==> config.mk <==
export PLATFORM = sky130hd
export DESIGN_NAME = cpu_clock_controller
export DESIGN_NICKNAME = d
export VERILOG_FILES = /design/src/rtl/cpu_clock_controller.sv
export SDC_FILE = /design/constraint.sdc
export NUM_CORES = 1
export LEC_CHECK = 0
export BUFFER_PORTS_ARGS = -buffer_cell sky130_fd_sc_hd__buf_2
export CAP_MARGIN = 20
export CORE_MARGIN = 2
export CORE_UTILIZATION = 54
export DETAILED_ROUTE_END_ITERATION = 10
export GPL_TIMING_DRIVEN = 0
export PLACE_DENSITY = 0.78
export SYNTH_ARGS = -nofsm -noshare
export SYNTH_HDL_FRONTEND = slang
export SYNTH_SLANG_ARGS = --single-unit
==> constraint.sdc <==
create_clock -name clock_in -period 10 [get_ports clock_in]
set_input_delay 1.5 -clock clock_in [delete_from_list [all_inputs] [get_ports clock_in]]
set_output_delay 1.5 -clock clock_in [all_outputs]
set_load 0.01 [all_outputs]
==> src/rtl/cpu_clock_controller.sv <==
// CPU clock-enable sequencer: free run at a programmable divided rate, halt,
// debounced single-step and CPU-requested wait released by a user resume.
//
// state | meaning
// ------+-------------------------------------------------------------
// HALT  | no ticks; run_sw starts RUN, a debounced step press enters STEP
// RUN   | counter advances, one cpu_tick every D cycles
// STEP  | exactly one cpu_tick this cycle, then back to HALT
// WAIT  | CPU asked to stop; a user resume leaves once halt_req is low
module cpu_clock_controller #(
    parameter int DIV_WIDTH       = 28,
    parameter int DEFAULT_DIV     = 3,
    parameter int DEBOUNCE_CYCLES = 4
) (
    input  logic                 clock_in,
    input  logic                 reset,
    input  logic                 run_sw,
    input  logic                 step_btn,
    input  logic                 halt_req,
    input  logic                 resume,
    input  logic                 div_load,
    input  logic [DIV_WIDTH-1:0] div_value,
    output logic                 cpu_tick,
    output logic                 clock_out,
    output logic [1:0]           state,
    output logic [31:0]          tick_count
);

    localparam int DB_W = (DEBOUNCE_CYCLES > 1) ? $clog2(DEBOUNCE_CYCLES) : 1;
    localparam logic [DB_W-1:0] DB_LAST = DB_W'(DEBOUNCE_CYCLES - 1);

    typedef enum logic [1:0] {
        HALT = 2'b00,
        RUN  = 2'b01,
        STEP = 2'b10,
        WAIT = 2'b11
    } state_t;

    state_t               st_q;
    logic [DIV_WIDTH-1:0] divisor;
    logic [DIV_WIDTH-1:0] counter;
    logic [DIV_WIDTH-1:0] div_eff;
    logic                 sync_1;
    logic                 sync_2;
    logic [DB_W-1:0]      db_cnt;
    logic                 db_level;
    logic                 db_level_d;
    logic                 wrap;
    logic                 step_event;
    logic                 tick_next;

    assign state = st_q;

    // Divisors 0 and 1 both mean "tick every cycle".
    always_comb begin
        div_eff    = (divisor > DIV_WIDTH'(1)) ? divisor : DIV_WIDTH'(1);
        wrap       = (counter == div_eff - DIV_WIDTH'(1));
        step_event = db_level & ~db_level_d;
        tick_next  = 1'b0;
        if (st_q == RUN && !halt_req && run_sw && !div_load && wrap)
            tick_next = 1'b1;
        if (st_q == HALT && !(run_sw && !halt_req) && step_event)
            tick_next = 1'b1;
    end

    always_ff @(posedge clock_in) begin
        if (reset) begin
            st_q       <= HALT;
            cpu_tick   <= 1'b0;
            clock_out  <= 1'b0;
            tick_count <= '0;
            counter    <= '0;
            divisor    <= DIV_WIDTH'(DEFAULT_DIV);
            sync_1     <= 1'b0;
            sync_2     <= 1'b0;
            db_cnt     <= '0;
            db_level   <= 1'b0;
            db_level_d <= 1'b0;
        end else begin
            sync_1     <= step_btn;
            sync_2     <= sync_1;
            db_level_d <= db_level;

            if (!sync_2) begin
                db_cnt   <= '0;
                db_level <= 1'b0;
            end else if (!db_level) begin
                if (db_cnt == DB_LAST) db_level <= 1'b1;
                else                   db_cnt   <= db_cnt + DB_W'(1);
            end

            cpu_tick <= tick_next;
            if (tick_next) begin
                clock_out  <= ~clock_out;
                tick_count <= tick_count + 32'd1;
            end

            case (st_q)
                HALT: begin
                    counter <= '0;
                    if (run_sw && !halt_req) st_q <= RUN;
                    else if (step_event)     st_q <= STEP;
                end
                RUN: begin
                    if (halt_req) begin
                        st_q    <= WAIT;
                        counter <= '0;
                    end else if (!run_sw) begin
                        st_q    <= HALT;
                        counter <= '0;
                    end else if (wrap) begin
                        counter <= '0;
                    end else begin
                        counter <= counter + DIV_WIDTH'(1);
                    end
                end
                STEP: begin
                    st_q    <= HALT;
                    counter <= '0;
                end
                WAIT: begin
                    counter <= '0;
                    if (resume && !halt_req) st_q <= run_sw ? RUN : HALT;
                end
            endcase

            // A divisor load restarts the period; tick_next already excludes it.
            if (div_load) begin
                divisor <= div_value;
                counter <= '0;
            end
        end
    end

endmodule

# [Word-level counts from Yosys, hierarchy flattened]
# Index checks and enable logic that the tools add are counted.
[totals] out_inout_bits=36 input_bits=35 reg_bits=98 word_cells=63
[classes] magnitude_cmp=1 bitwise_logic=6 mux=16 add_sub_neg=4 eq_ne=8 n_reduce_logical=17
[op_table] operator="28-bit two-way mux" n=4
[op_table] operator="28-bit one-hot mux with 2 select lines" n=1
[op_table] operator="32-bit by 1-bit adder with 32-bit output, second input constant" n=1
[op_table] operator="28-bit by 1-bit adder with 28-bit output, second input constant" n=1
[op_table] operator="28-bit equality test" n=1
[op_table] operator="28-bit by 1-bit > comparator with 1-bit output, second input constant" n=1
[op_table] operator="28-bit by 1-bit subtractor with 28-bit output, second input constant" n=1
[op_table] operator="2-bit two-way mux" n=5
[op_table] operator="1-bit logical AND" n=8
[op_table] operator="2-bit one-hot mux with 4 select lines" n=1
[op_table] operator="2-bit equality test, second input constant" n=3
[op_table] operator="1-bit two-way mux" n=5
[op_table] operator="1-bit inverter" n=5
[op_table] operator="2-bit OR reduction" n=2
[op_table] operator="1-bit logical NOT" n=3
[op_table] operator="3-bit by 2-bit inequality test with 1-bit output, second input constant" n=1
[op_table] operator="3-bit inequality test, second input constant" n=1
[op_table] operator="3-bit AND reduction" n=1
[op_table] operator="3-bit OR reduction" n=1
[op_table] operator="2-bit by 1-bit adder with 2-bit output, second input constant" n=1
[op_table] operator="2-bit by 1-bit equality test with 1-bit output, second input constant" n=1
[op_table] operator="2-bit logical NOT" n=1
[op_table] operator="2-bit inequality test, second input constant" n=1
[op_table] operator="2-bit AND reduction" n=1
[op_table] operator="1-bit bitwise AND" n=1

# [Logic depth before layout (Yosys ltp)]
[depth] word_depth=8 mapped_depth=16 depth_no_buf=13

# [Worst setup path before layout]
# Ideal clock, no wire load.
[synth_timing] path_type="register -> register" start="register divisor[21]" end="register tick_count[15]" stages_incl_launch_ff=16 t_required_ns=9.930 n_path_buf=2 setup_slack_ns=6.101 synth_period_minus_slack_ns=3.899 setup_time_ns=0.070 arrival_ns=3.829 cell_sequence="dfxtp_1 -> clkbuf_1 -> nor4_1 -> and3b_1 -> a31oi_1 -> ha_1 -> nor2b_1 -> and2_1 -> nand4_1 -> or3_1 -> a2111oi_1 -> nand4_1 -> o31a_1 -> buf_6 -> or4_1 -> a21oi_1"
[synth_via] elab_chain_cells=7
[synth_rtl] item="start, declared" line="40" source="logic [DIV_WIDTH-1:0] divisor;"
[synth_rtl] item="start signal, assigned" line="73" source="divisor <= DIV_WIDTH'(DEFAULT_DIV);"
[synth_rtl] item="start signal, assigned" line="129" source="divisor <= div_value;"
[synth_rtl] item="28-bit by 1-bit > comparator with 1-bit output" line="56" source="div_eff = (divisor > DIV_WIDTH'(1)) ? divisor : DIV_WIDTH'(1);"
[synth_rtl] item="28-bit two-way mux (*)" line="56"
[synth_rtl] item="28-bit by 1-bit subtractor with 28-bit output (*)" line="57" source="wrap = (counter == div_eff - DIV_WIDTH'(1));"
[synth_rtl] item="28-bit equality test (*)" line="57"
[synth_rtl] item="1-bit logical AND (*)" line="60" source="if (st_q == RUN && !halt_req && run_sw && !div_load && wrap)"
[synth_rtl] item="1-bit two-way mux (*)" line="60"
[synth_rtl] item="1-bit two-way mux (*)" line="62" source="if (st_q == HALT && !(run_sw && !halt_req) && step_event)"
[synth_rtl] item="end signal, assigned" line="95" source="tick_count <= tick_count + 32'd1;"
[synth_rtl] item="end, declared" line="26" source="output logic [31:0] tick_count"
# Mark *: on every way between the ends. The rest lies on a longest branch, timed or not.
# A chain may end at the register's enable or synchronous reset.

# [Final worst setup path]
[layout_timing] start="register divisor[21]" end="register tick_count[13]"
# The elaborated chain is that of the path after synthesis.

==> out/metrics.yaml <==
status:
  status: "completed"
worst_setup_path:
  critPathKind: "flop to flop"
  rrSetupSlack_ns: 5.17
  crit_required_ns: 10.24
  ff2ff_path_depth: 16
  reg2reg_to: "tick_count[13]"
  path_max_fanout: 10
  worstSetupStartpointType: "flop"
  cp.arrival_ns: 5.07
  r2r_start: "divisor[21]"
  end_kind: "flop"
global_route:
  grt_max_degree: 17
  grt_pass1_vias: 4497
  grt_pass1_wl_um: 21700
  grt_overflow: 0
  antenna_found_initial: 0
  grtUsageTotal: 0.262
floorplan:
  die_height_um: 102
  initial_utilization: 0.561
  io_pins: 71
  core_area_um2: 9330
  die_w_um: 102
  die-area_um2: 10500
  rows: 35
placement:
  dp_hpwl_um: 10000
  portBuffers: 69
  place_inst: 831
  routabilityCongestion: 0.928
timing:
  period_minus_slack_ns: 4.83
  max_freq_ghz: 0.207
  tns_ns: 0
  slew_viol_final: 0
  period_share: 0.483
  rsz0062_at_grt: "false"
  worst_slew_pin_slew_ns: 0.949
  hold_viol: 0
  skew_ns: 0.0160
  relSlewSlack: 0.358
  setup_violations: 0
yosys:
  synthSimpleGateAreaFrac: 0.298
  synthAdderAreaFrac: 0.00957
  synth_compound_area_frac: 0.111
  yosysSeqAreaShare: 0.375
  synth_cells: 633
  synthXorXnorAreaFrac: 0.102
  synth_nets: 672
  synth_seq_cells: 98
  ys_warn_count: 0
  async_flop_share: 0
  synthFlopType: "dfxtp_1"
  synth_edf_count: 0
  synth_top_family_by_area: "simple AND/OR/NAND/NOR gates"
  synth_cell_types: 58
  synth.area.mux_share: 0.0672
  postSynthAreaPerCell_um2: 8.26
  synth_area_um2: 5230
clock_tree:
  cts_tree: "done"
  path_clk_slew_ns: 0.10
  clockBufferDepth: 2
  postCtsSetupBuffers: 0
  cts-root-buf: "clkbuf_8"
  numCtsBuffers: 9
  hold_buffers: 0
  htreeDepth: 3
  cts_resized: 0
  clk_latency_ns: 0.37
  cts.sinks: 98
worst_hold_path:
  min_to: "sync_2"
  hold_path_depth: 1
  min_from: "sync_1"
  hp-class: "flop to flop"
drt:
  drc: 0
  via_per_inst: 5.88
  drtPass1Iterations: 5
  drt_iter0_drc: 323
  drt-total-wl_um: 13300
  antenna_left: 0
  vias: 4981
  wire_per_inst_um: 15.7
finish:
  fillCellCount: 847
  finalNetCount: 752
  antenna_cells: 0
  instances_no_fill: 847
  drive_gt1_frac: 0.135
  area_delta_synth_final_pct: 13.9
pwr:
  p_leak_uw: 0.00225
  powerDensity_nw_per_um2: 130
  peakVddDrop_mv: 0.0883
run:
  cap_violations: 0
metal layers:
layer  share of wire  global-route usage  vias up
li1                -                   -     2422
met1            0.44               0.354     2323
met2            0.47               0.431      200
met3           0.074              0.0513       36
met4           0.017              0.0728        0
met5               0                   0        -
cell families (layout without fill, tap and decap cells):
logic type | after synthesis | after routing
AND/OR/NAND/NOR | 296 | 296
flip-flops | 98 | 98
AO/OA/AOI/OAI | 92 | 92
XOR/XNOR | 61 | 61
buffers and inverters | 47 | 132
multiplexers | 35 | 35
adder cells (fa/ha/maj) | 4 | 4
state kept, by name (all words and copies together), names as in the netlist, 2 cells and up:
name / flops
db_cnt: 2
state: 2
divisor: 28
tick_count: 32
counter: 28
layout make-up:
class	instances	area [um2]	area share
Buffer	32	136	0.0229
Clock buffer	11	131	0.0221
Clock inverter	5	86.3	0.0145
Inverter	15	56.3	0.00946
Multi-Input combinational cell	488	3080	0.516
Sequential cell	98	1960	0.329
Tap cell	129	161	0.0271
Timing Repair Buffer	69	345	0.0580
cells in the mapped netlist, drive strengths merged, types with 4 or more instances:
library cell | n | area [um2]
a31oi | 5 | 31.3
or4 | 10 | 82.6
and3 | 16 | 100
nor2b | 7 | 43.8
xnor2 | 37 | 324
xor2 | 24 | 210
nor4 | 13 | 81.3
o31ai | 6 | 45.0
dfxtp | 98 | 1960
nand2 | 40 | 150
ha | 4 | 50.1
or4b | 7 | 70.1
clkbuf | 20 | 75.1
buf | 12 | 61.3
nand2b | 4 | 25.0
nand4 | 19 | 119
nor2 | 90 | 338
a21oi | 30 | 150
inv | 15 | 56.3
and2 | 7 | 43.8
o21ai | 23 | 115
mux2i | 34 | 340
nand3 | 31 | 155
or3 | 22 | 138
nor3 | 18 | 118
cell usage in the layout, fill, tap and decap left out, types with 3 or more instances in the layout:
| master | n |
|---|---|
| o31ai_1 | 6 |
| nor2_1 | 90 |
| buf_1 | 9 |
| a21oi_1 | 30 |
| inv_1 | 15 |
| mux2i_1 | 34 |
| nor4_1 | 13 |
| or4_1 | 8 |
| clkbuf_8 | 9 |
| nand2_1 | 40 |
| and3_1 | 16 |
| or3_1 | 22 |
| or4b_1 | 7 |
| dfxtp_1 | 98 |
| and2_1 | 6 |
| nand2b_1 | 4 |
| xor2_1 | 24 |
| a31oi_1 | 5 |
| nand3_1 | 31 |
| o21ai_0 | 23 |
| nand4_1 | 19 |
| or2_2 | 3 |
| ha_1 | 4 |
| clkbuf_1 | 22 |
| nor2b_1 | 7 |
| buf_2 | 70 |
| nor3_1 | 15 |
| a211oi_1 | 3 |
| a41o_1 | 3 |
| a311oi_1 | 3 |
| xnor2_1 | 37 |
worst max-delay path by stage:
stage / endpoint / from / slack [ns] / cells past startpoint
6_report: tick_count[13] / divisor[21] / 5.17 / 16
5_1_grt: tick_count[19] / divisor[21] / 4.80 / 16
4_1_cts: tick_count[13] / divisor[21] / 5.23 / 16
3_5_place_dp: tick_count[13] / divisor[13] / 5.26 / 16
3_3_place_gp: tick_count[19] / divisor[13] / 5.31 / 16
2_1_floorplan: tick_count[15] / divisor[21] / 6.10 / 15
report_power, final:
| group | leakage, uW | internal, uW | switching, uW |
|---|---|---|---|
| clock | 0.000108 | 143 | 143 |
| combinational | 0.00135 | 34.8 | 43.6 |
| sequential | 0.000796 | 398 | 10.7 |
stage by stage:
step / utilization / setup WS (ns) / total power, uW / cell area [um2] / hold slack (ns)
2_1_floorplan: - / 6.10 / 471 / 5230 / 0.414
3_3_place_gp: 0.615 / 5.31 / 492 / 5740 / 0.416
3_5_place_dp: 0.615 / 5.26 / 495 / 5740 / 0.424
4_1_cts: 0.638 / 5.23 / 776 / 5950 / 0.445
5_1_grt: 0.638 / 4.80 / 801 / 5950 / 0.457
6_report: 0.638 / 5.17 / 773 / 5950 / 0.444
worst max-delay path: stages (launching register included):
cell	delay, ns
dfxtp_1	0.32
clkbuf_1	0.27
nor4_1	0.16
and3b_1	0.26
a31oi_1	0.32
ha_1	0.26
nor2b_1	0.24
and2_1	0.30
nand4_1	0.14
or3_1	0.36
a2111oi_1	0.39
nand4_1	0.32
o31a_1	0.45
clkbuf_1	0.25
buf_1	0.31
o21ai_0	0.25
a21oi_1	0.09
No activity file was read; power rests on OpenSTA's default activity.
